### src/rtl/mult_div_unit.sv
// rtl/mult_div_unit.sv - 32-bit signed Booth multiply / restoring divide producing HI and LO
module mult_div_unit (
   input  logic        clk,
   input  logic        reset,
   input  logic        start,
   input  logic        op,
   input  logic [31:0] a,
   input  logic [31:0] b,
   output logic        busy,
   output logic        done,
   output logic        div_zero,
   output logic [31:0] hi,
   output logic [31:0] lo
);

   typedef enum logic [1:0] {S_IDLE, S_MULT, S_DIV} state_t;

   state_t      state_q, state_d;
   logic [32:0] acc_q, acc_d;
   logic [31:0] q_q, q_d;
   logic [31:0] m_q, m_d;
   logic        qm1_q, qm1_d;
   logic [4:0]  count_q, count_d;
   logic        sign_q_q, sign_q_d;
   logic        sign_r_q, sign_r_d;
   logic [31:0] hi_q, hi_d;
   logic [31:0] lo_q, lo_d;
   logic        done_q, done_d;
   logic        div_zero_q, div_zero_d;
   logic        dz_pend_q, dz_pend_d;

   logic [32:0] m_ext;
   logic [32:0] booth_sum;
   logic [32:0] mult_acc;
   logic [31:0] mult_q;
   logic [32:0] r_sh;
   logic [32:0] trial;
   logic [32:0] div_r;
   logic [31:0] div_q;
   logic [31:0] abs_a;
   logic [31:0] abs_b;

   always_comb begin
      m_ext = {m_q[31], m_q};
      case ({q_q[0], qm1_q})
         2'b01:   booth_sum = acc_q + m_ext;
         2'b10:   booth_sum = acc_q - m_ext;
         default: booth_sum = acc_q;
      endcase
      mult_acc = {booth_sum[32], booth_sum[32:1]};
      mult_q   = {booth_sum[0], q_q[31:1]};

      // remainder never exceeds the divisor magnitude, so its low 32 bits suffice for the shift
      r_sh  = {acc_q[31:0], q_q[31]};
      trial = r_sh - {1'b0, m_q};
      div_r = trial[32] ? r_sh : trial;
      div_q = {q_q[30:0], ~trial[32]};

      abs_a = a[31] ? (~a + 32'd1) : a;
      abs_b = b[31] ? (~b + 32'd1) : b;
   end

   always_comb begin
      state_d    = state_q;
      acc_d      = acc_q;
      q_d        = q_q;
      m_d        = m_q;
      qm1_d      = qm1_q;
      count_d    = count_q;
      sign_q_d   = sign_q_q;
      sign_r_d   = sign_r_q;
      hi_d       = hi_q;
      lo_d       = lo_q;
      done_d     = 1'b0;
      div_zero_d = 1'b0;
      dz_pend_d  = 1'b0;

      case (state_q)
         S_IDLE: begin
            if (dz_pend_q) begin
               done_d     = 1'b1;
               div_zero_d = 1'b1;
            end else if (start) begin
               count_d = 5'd0;
               acc_d   = 33'd0;
               qm1_d   = 1'b0;
               if (!op) begin
                  state_d = S_MULT;
                  q_d     = b;
                  m_d     = a;
               end else if (b != 32'd0) begin
                  state_d  = S_DIV;
                  q_d      = abs_a;
                  m_d      = abs_b;
                  sign_q_d = a[31] ^ b[31];
                  sign_r_d = a[31];
               end else begin
                  dz_pend_d = 1'b1;
               end
            end
         end
         S_MULT: begin
            acc_d   = mult_acc;
            q_d     = mult_q;
            qm1_d   = q_q[0];
            count_d = count_q + 5'd1;
            if (count_q == 5'd31) begin
               hi_d    = mult_acc[31:0];
               lo_d    = mult_q;
               done_d  = 1'b1;
               state_d = S_IDLE;
            end
         end
         S_DIV: begin
            acc_d   = div_r;
            q_d     = div_q;
            count_d = count_q + 5'd1;
            if (count_q == 5'd31) begin
               lo_d    = sign_q_q ? (~div_q + 32'd1) : div_q;
               hi_d    = sign_r_q ? (~div_r[31:0] + 32'd1) : div_r[31:0];
               done_d  = 1'b1;
               state_d = S_IDLE;
            end
         end
         default: state_d = S_IDLE;
      endcase
   end

   always_ff @(posedge clk or negedge reset) begin
      if (!reset) begin
         state_q    <= S_IDLE;
         acc_q      <= 33'd0;
         q_q        <= 32'd0;
         m_q        <= 32'd0;
         qm1_q      <= 1'b0;
         count_q    <= 5'd0;
         sign_q_q   <= 1'b0;
         sign_r_q   <= 1'b0;
         hi_q       <= 32'd0;
         lo_q       <= 32'd0;
         done_q     <= 1'b0;
         div_zero_q <= 1'b0;
         dz_pend_q  <= 1'b0;
      end else begin
         state_q    <= state_d;
         acc_q      <= acc_d;
         q_q        <= q_d;
         m_q        <= m_d;
         qm1_q      <= qm1_d;
         count_q    <= count_d;
         sign_q_q   <= sign_q_d;
         sign_r_q   <= sign_r_d;
         hi_q       <= hi_d;
         lo_q       <= lo_d;
         done_q     <= done_d;
         div_zero_q <= div_zero_d;
         dz_pend_q  <= dz_pend_d;
      end
   end

   assign busy     = (state_q != S_IDLE);
   assign done     = done_q;
   assign div_zero = div_zero_q;
   assign hi       = hi_q;
   assign lo       = lo_q;

endmodule

### config.mk
export PLATFORM = sky130hd
export DESIGN_NAME = mult_div_unit
export DESIGN_NICKNAME = d
export VERILOG_FILES = /design/src/rtl/mult_div_unit.sv
export SDC_FILE = /design/constraint.sdc
export NUM_CORES = 1
export LEC_CHECK = 0
export ABC_AREA = 0
export CAP_MARGIN = 20
export CORE_MARGIN = 4
export CORE_UTILIZATION = 55
export CTS_CLUSTER_SIZE = 8
export DETAILED_ROUTE_END_ITERATION = 8
export PLACE_DENSITY = 0.75
export RECOVER_POWER = 25
export SYNTH_ARGS = -nofsm -noshare
export SYNTH_HDL_FRONTEND = slang
export SYNTH_SLANG_ARGS = --single-unit
### constraint.sdc
create_clock -name clk -period 6.3 [get_ports clk]
set_clock_uncertainty 0.05 [all_clocks]
set_input_delay 1.575 -clock clk [delete_from_list [all_inputs] [get_ports clk]]
set_output_delay 1.575 -clock clk [all_outputs]
set_load 0.01 [all_outputs]
==> flow_summary_export.csv <==
group,metric,value,unit
routing,wirelength,58700,um
place,placed_area,0.0183,mm^2
global_routing,grt.total_usage,0.347,
clocking,cts_tree,"done",
layout,drive_above_1_share,0.0780,
synth,synth.distinct_cells,104,
layout,diodes,0,
run_status,violations,"capacitance limit, slew limit",
clocking,h-tree-depth,4,
worst_setup_path,end_kind,"flop",
clocking,root_buffer,"clkbuf_16",
routing,drc,0,
power,clockPowerShare,0.099,
synth,synth_area_per_cell,7.64,um^2
worst_setup_path,slowest_delay,430,ps
place,hpwl,44200,um
layout,finalNonFillerCells,2647,
clocking,clk_path_buf_depth,2,
clocking,postCtsHoldBufs,0,
timing,min_period_over_period,0.975,
run,drv_cap,3,
timing,drv_slew,219,
global_routing,grt_overflow,0,
power,combPwrFrac,0.738,
floorplan,fp-row-count,63,
synth,syn_nets,2312,
timing,worst_slew_pin_slew,3180,ps
synth,ys_ff_latch,174,
synth,yosysSeqAreaShare,0.263,
worst_setup_path,worstSetupPathType,"reg2reg",
layout,nets,2392,
worst_setup_path,cp_top_family,"simple AND/OR/NAND/NOR gates",
floorplan,core_area,0.0296,mm^2
layout,final_common_cell,"nand2_1",
worst_setup_path,cp_data_required_time,6560,ps
synth,synthArstFlopShare,1.00,
synth,synth-edff-count,0,
timing,whs,429,ps
power,seq_power_share,0.163,
power,cellLeakagePower,0.00795,uW
synth,synth_cells,2165,
worst_setup_path,crit_buf_inv,2,
floorplan,start_util,0.558,
power,ir_drop,0.000324,V
layout,postLayoutCellArea,0.0190,mm^2
floorplan,die_h,181,um
worst_setup_path,cp-start-kind,"flop",
global_routing,grt_pass1_vias,16200,
place,dp_cells,2615,
layout,synthToLayoutAreaGrowth,14.8,%
place,gp_congestion,1.04,
floorplan,die_area,0.0329,mm^2
routing,antenna_left,0,
clocking,cts.clk_slew.worst_paths,70,ps
worst_setup_path,cp_data_arrival_time,6400,ps
routing,drt_pass1_iterations,6,
global_routing,grt_max_degree,115,
layout,fillers,2649,
run_status,status,"finished, violations left",
worst_setup_path,crit_path_top_delay_cell,"dfrtp_1",
global_routing,antenna_found_initial,3,
power,switching_share,0.545,
routing,vias_per_cell,6.53,
clocking,post_cts_buffers,0,
worst_setup_path,critPathMaxFanout,11,
clocking,cts.sinks,174,
clocking,clkLatencyLatePin,460,ps
floorplan,die_w,181,um
routing,drt_iter0_drc,1805,
synth,syn-cell-area,0.0165,mm^2
clocking,cts_buffers,17,
layout,layout_common_cells,"nand2_1 (293), o21ai_0 (245), dfrtp_1 (174)",
power,p_int,5320,uW
floorplan,ioPinCount,135,
hold_path,hp-class,"reg2reg",
worst_setup_path,path_cells,"ha_1 -> nor2b_2 -> o31a_1 -> o21a_1 -> o2111ai_2 -> nand3_1 -> and3_1 -> o21ai_1 -> nand2b_1 -> a21o_1 -> a21o_1 -> ha_4 -> inv_2 -> a221oi_2 -> nand3_1 -> or2_1 -> buf_4 -> nor4_2 -> nand4_1 -> nor3_4 -> nand3_4 -> o41ai_2 -> xor2_1 -> o22ai_1",
timing,finalSetupViolCount,0,
power,p_sw,6370,uW
timing,relSlewSlack,-1.12,
timing,period_needed,6140,ps
synth,synthFlopType,"dfrtp_1",
timing,max_freq,163,MHz
place,port_buffers,134,
global_routing,grt_pass1_wl,90900,um
routing,vias,17300,
routing,wl_per_cell,22.2,um
timing,hold_viol,0,
power,power.total,11700,uW
synth,synth_warnings,0,
power,p_per_area,616,mW/mm^2
[power groups by stage]
stage | Clock [uW] | Sequential, uW | Combinational (uW)
finish | 1160 | 1900 | 8630
CTS | 1160 | 1880 | 8360
floorplan | 0 | 1660 | 6180
global placement | 0 | 1880 | 8120
global route | 1210 | 1940 | 9300
detailed placement | 0 | 1900 | 8290
[worst reg2reg max path, stage by stage (launching register included)]
cell and delay, ps:
dfrtp_1 430, ha_1 380, nor2b_2 210, o31a_1 300, o21a_1 260, o2111ai_2 310
nand3_1 160, and3_1 250, o21ai_1 200, nand2b_1 100, a21o_1 180, a21o_1 200
ha_4 360, inv_2 90, a221oi_2 240, nand3_1 110, or2_1 230, buf_4 150
nor4_2 330, nand4_1 340, nor3_4 350, nand3_4 150, o41ai_2 280, xor2_1 220
o22ai_1 110
[repair_timing]
item | in CTS | in global routing
pin swaps | 0 | 1
setup endpoints to repair | 7 | 26
gates resized for setup | 1 | 6
[per-stage QoR]
step | utilization | setup TNS [ps] | worst slack [ps]
6_report | 0.641 | 0 | 158
5_1_grt | 0.641 | -92.8 | -45.5
4_1_cts | 0.640 | 0 | 19.6
3_5_place_dp | 0.619 | -70.8 | -57.7
3_3_place_gp | 0.619 | 0 | 219
2_1_floorplan | - | 0 | 240
[registers in the layout (all words and copies together) (netlist names)]
name,count
acc_q,33
hi,32
lo,32
m_q,32
q_q,32
count_q,5
state_q,2
div_zero,1
done,1
dz_pend_q,1
qm1_q,1
sign_q_q,1
sign_r_q,1
[cells by family after synthesis]
| family | after synthesis | share of synthesized area |
|---|---|---|
| buffers and inverters | 227 | 0.0558 |
| AND/OR/NAND/NOR | 709 | 0.205 |
| flip-flops | 174 | 0.263 |
| multiplexers | 46 | 0.0294 |
| adder cells (fa/ha/maj) | 79 | 0.0607 |
| XOR/XNOR | 161 | 0.0853 |
| AO/OA/AOI/OAI | 769 | 0.300 |
[cell usage after synthesis (23+ instances only)]
cell / number / area share
a22oi_1: 46 / 0.021
nor3_1: 40 / 0.012
a21o_1: 25 / 0.011
o22ai_1: 27 / 0.010
clkbuf_1: 97 / 0.022
nor2_1: 158 / 0.036
xor2_1: 91 / 0.048
nand2_1: 293 / 0.067
o21ai_0: 247 / 0.075
inv_1: 79 / 0.018
dfrtp_1: 174 / 0.26
nand2b_1: 23 / 0.0087
a21oi_1: 153 / 0.046
nand3_1: 41 / 0.012
ha_1: 77 / 0.058
o31ai_1: 34 / 0.015
a31oi_1: 32 / 0.012
xnor2_1: 70 / 0.037
mux2i_1: 34 / 0.021
[per-layer routing]
layer,share of wire,track usage,vias to the layer above
met5,0.00020,0,-
met4,0.037,0.126,2
met3,0.099,0.0697,139
met2,0.45,0.553,927
met1,0.41,0.470,8147
li1,-,-,8064
[final timing paths]
kind,from,end,slack (ps),cells past startpoint
max in group asynchronous,reset,q_q[16],960,2
setup / recovery,acc_q[1],hi[30],160,24
hold reg to reg,hi[11],hi[11],430,2
setup reg to reg,acc_q[1],hi[30],160,24
hold / removal,hi[11],hi[11],430,2
min in group asynchronous,reset,hi[14],2110,1
[layout make-up]
type                    instances  area (um^2)  area share
repair buffers                205         1880      0.0990
clock inverters                10          151     0.00797
multi-input cells            1764        11300       0.597
inverters                      83          312      0.0164
well taps                     390          488      0.0257
clock buffers                  21          470      0.0248
flip-flops and latches        174         4350       0.229
Power figures use the tool's default switching activity.
==> patch 1: new RTL, same settings <==
Re-encode `state_t` (3 states) as one-hot, 3 bits wide.
--- a/src/rtl/mult_div_unit.sv
+++ b/src/rtl/mult_div_unit.sv
@@ -14,5 +14,5 @@
 );
 
-   typedef enum logic [1:0] {S_IDLE, S_MULT, S_DIV} state_t;
+   typedef enum logic [2:0] {S_IDLE = 3'b001, S_MULT = 3'b010, S_DIV = 3'b100} state_t;
 
    state_t      state_q, state_d;
Check against the original RTL: no difference found for any inputs over 4 cycles, from zero or initial values and one cycle with reset low; so few cycles prove little.
==> patch 1 against the unedited design <==
The run still ends with max-capacitance violations, max-slew violations left; sequential cell count up 1; hold slack better by 0.0039 ns; final cell count fell by 4.9%; total power increased by 4.5%; first-iteration DRC count fell by 1.8%; wire length fell by 9.1%; setup slack better by 0.19 ns; clock power shrank 3%; global-route usage fell by 1.5 points; cell area is 4.0% lower; sequential power up 5%; area after synthesis down 4.0%; critical path type unchanged; critical endpoint is now lo[26].
==> patch 1: results <==
[run_status]
status = "finished with violations"
failed_checks = "max-capacitance violations, max-slew violations"

[route]
wl_met2_um = 24600
wl_met3_um = 4480
drt_first_iter_violations = 1772
top_layer = "met4"
m1WireLength_um = 22300
dr.pass1.iters = 7
num_vias = 16500

[placement]
dp_hpwl_um = 39300

[pwr]
p_leak_nw = 7.56

[layout]
inverters_excl_clock = 65
fillers = 2440
multi_input_area_mm2 = 0.0107
final-nonclk-buf-share_pct = 9.87
layout.nets = 2268
clkbuf_count = 17

[grt]
track_usage_pct = 33.2
use_met1_pct = 45.5
met3_usage_pct = 5.18
grt_max_degree = 154
met2_usage_pct = 53.4
grt_pass1_wl_um = 83800
antenna_found_initial = 0

[sta]
final_max_slew_viol_count = 154
tightest_slew_ns = 2.27

[critical_path]
r2r_cells = 23
crit_arrival_ns = 6.21
cp_max_fo = 9
max_stage_delay_ns = 0.48
regToRegSetupSlack_ns = 0.35
cp_slowest_cell = "or4_1"

[flow_run]
drv_cap = 1

[synth]
synth_commonest_cells = "nand2_1 (230), nor2_1 (205), o21ai_0 (197)"
synth_fp_nets = 2202
synth.distinct_cells = 97

[min_path]
min_from = "lo[24]"
==> patch 1: cell count changes after synthesis, moves of 10 or more <==
cell      delta
a211oi_1    +31
a21oi_1     +30
a221oi_1    +28
clkbuf_1    +11
inv_1       -16
nand2_1     -63
xor2_1      +15
mux2i_1     -17
or4_1       +11
o22ai_1     -21
nor2_1      +47
o21ai_0     -50
nand3_1     -10
a22oi_1     -23
==> patch 1: timing repair <==
action	in CTS	in global routing
gates resized for setup	0	4
setup endpoints to repair	0	17
endpoints found under the hold margin	0	0
==> patch 1: metrics by stage <==
step | worst slack (ns) | cell area [um^2] | cells | hold WS, ns | utilization [%]
2_1_floorplan | 0.0374 | 15900 | 2059 | 0.415 | -
3_3_place_gp | 0.321 | 17600 | 2483 | 0.409 | 62.5
3_5_place_dp | 0.108 | 17600 | 2483 | 0.418 | 62.5
4_1_cts | 0.102 | 18200 | 2515 | 0.437 | 64.7
5_1_grt | 0.00158 | 18200 | 2516 | 0.453 | 64.7
6_report | 0.352 | 18200 | 2516 | 0.433 | 64.7
==> patch 1: cells by family (layout without fill, tap and decap cells) <==
family	after synthesis	after routing	share of synthesized area (%)
and+or+nand+nor	684	684	20.6
DFF	175	175	27.6
adders and majority gates	75	75	6.01
buffers and inverters	207	286	5.25
AOI/OAI and AO/OA	711	711	28.9
xor gates and xnor gates	182	182	10.0
muxes	25	25	1.64
==> patch 1: power by group through the flow <==
stage,clock network (mW),logic (mW),registers (mW)
after detailed placement,0,8.79,1.99
after global routing,1.17,9.87,2.04
final,1.12,9.11,1.99
after global placement,0,8.64,1.97
after CTS,1.12,8.87,1.97
after floorplan,0,6.57,1.74
==> patch 1: worst min-delay path, stage by stage (launching register included) <==
cell and delay [ns]:
dfrtp_1 0.35, nand2_1 0.04, o21ai_0 0.06
==> patch 2: new RTL, same settings <==
Without the edit above. Remove the register `div_zero_q`: a continuous assignment takes its place, so the output `div_zero` follows one clock earlier.
--- a/src/rtl/mult_div_unit.sv
+++ b/src/rtl/mult_div_unit.sv
@@ -140,5 +140,4 @@
          lo_q       <= 32'd0;
          done_q     <= 1'b0;
-         div_zero_q <= 1'b0;
          dz_pend_q  <= 1'b0;
       end else begin
@@ -154,8 +153,9 @@
          lo_q       <= lo_d;
          done_q     <= done_d;
-         div_zero_q <= div_zero_d;
          dz_pend_q  <= dz_pend_d;
       end
    end
+
+   assign div_zero_q = div_zero_d;
 
    assign busy     = (state_q != S_IDLE);
Formal check against the unedited RTL: not equivalent (Yosys sat finds a counterexample within 4 cycles, from zero or initial values and one cycle with reset low).
==> patch 2 against the unedited design <==
The flow still finishes with violations (max-capacitance violations, max-slew violations); sequential share of layout area fell by 0.35 points; total power rose by 1.7%; sequential cell count fell by 1; via count fell by 0.79%; area after synthesis fell by 0.15%; die area fell by 0.14%; cell area rose by 0.96%; hold slack improved by 0.00092 ns; wire length rose by 0.18%; setup slack improved by 0.16 ns; critical path type unchanged; largest cell class unchanged; largest power group unchanged.
==> patch 2: results <==
[run_status]
status = "finished with violations"
failed_checks = "max-capacitance violations, max-slew violations"

[synth]
synth_xor_area_share_pct = 8.54
synth_fp_nets = 2311
synthTopCellsByArea = "dfrtp_1 (26%), o21ai_0 (7.5%), nand2_1 (6.7%), ha_1 (5.8%), xor2_1 (4.8%)"
synth_commonest_cells = "nand2_1 (293), o21ai_0 (247), dfrtp_1 (173)"
synth-compound-area-share_pct = 30.1
muxShareOfSynthArea_pct = 2.95
avgSynthCellArea_um2 = 7.63
yosysSeqAreaShare_pct = 26.2

[placement]
place_ws_ns = -0.0559
placedCellCount = 2637
dp_hpwl_um = 45600
gp_congestion = 1.02

[grt]
grt_pass1_wl_um = 91500
first_global_vias = 16100
use_met1_pct = 48.3
antenna_found_initial = 2
grt_max_degree = 111
met2_usage_pct = 56.4
met3_usage_pct = 6.00
track_usage_pct = 35.0

[flow_run]
drv_cap = 1

[route]
wl_met3_um = 4970
m1WireLength_um = 25200
wire_per_inst_um = 22.0
viasPerCell = 6.42
drt_first_iter_violations = 1692
wl_met2_um = 26900

[critical_path]
cp_slowest_cell = "or4_4"
crit_arrival_ns = 6.28
cp_top_family = "compound AO/OA/AOI/OAI gates"

[sta]
final_max_slew_viol_count = 64
finalCriticalPeriod_ns = 5.98
tightest_slew_ns = 3.51

[layout]
layout.nets = 2415
final_cells = 2672
drive_above_1_share_pct = 8.86

[pwr]
p_leak_nw = 8.06
peakVddDrop_mv = 0.305
netSwitchingFraction_pct = 54.4
[patch 2: final timing paths]
kind,startpoint,end,slack [ns],depth (start not counted)
min in group asynchronous,reset,acc_q[11],2.25,1
min reg2reg,hi[12],hi[12],0.43,2
max reg2reg,q_q[31],hi[31],0.32,25
max,q_q[31],hi[31],0.32,25
max in group asynchronous,reset,lo[27],1.95,1
min,hi[12],hi[12],0.43,2
[patch 2: area by class of cell]
cell class                 count  area, um^2  share of cell area [%]
tap                          390         488                    2.55
clock buffer                  17         425                    2.22
sequential                   173        4330                    22.6
timing repair buffer         229        2110                    11.0
antenna                        1        2.50                  0.0131
inverter                      83         312                    1.63
clock inverter                15         173                   0.901
multi-input combinational   1764       11300                    59.1
[patch 2: through the flow]
stage               instance area (um^2)  hold slack [ns]  TNS [ns]  power, mW
CTS                                19100            0.434         0       11.6
global route                       19200            0.452   -0.0137       12.7
global placement                   18500            0.409         0       10.3
floorplan                          16500            0.395         0       7.84
finish                             19200            0.430         0       11.9
detailed placement                 18500            0.417   -0.0766       10.5
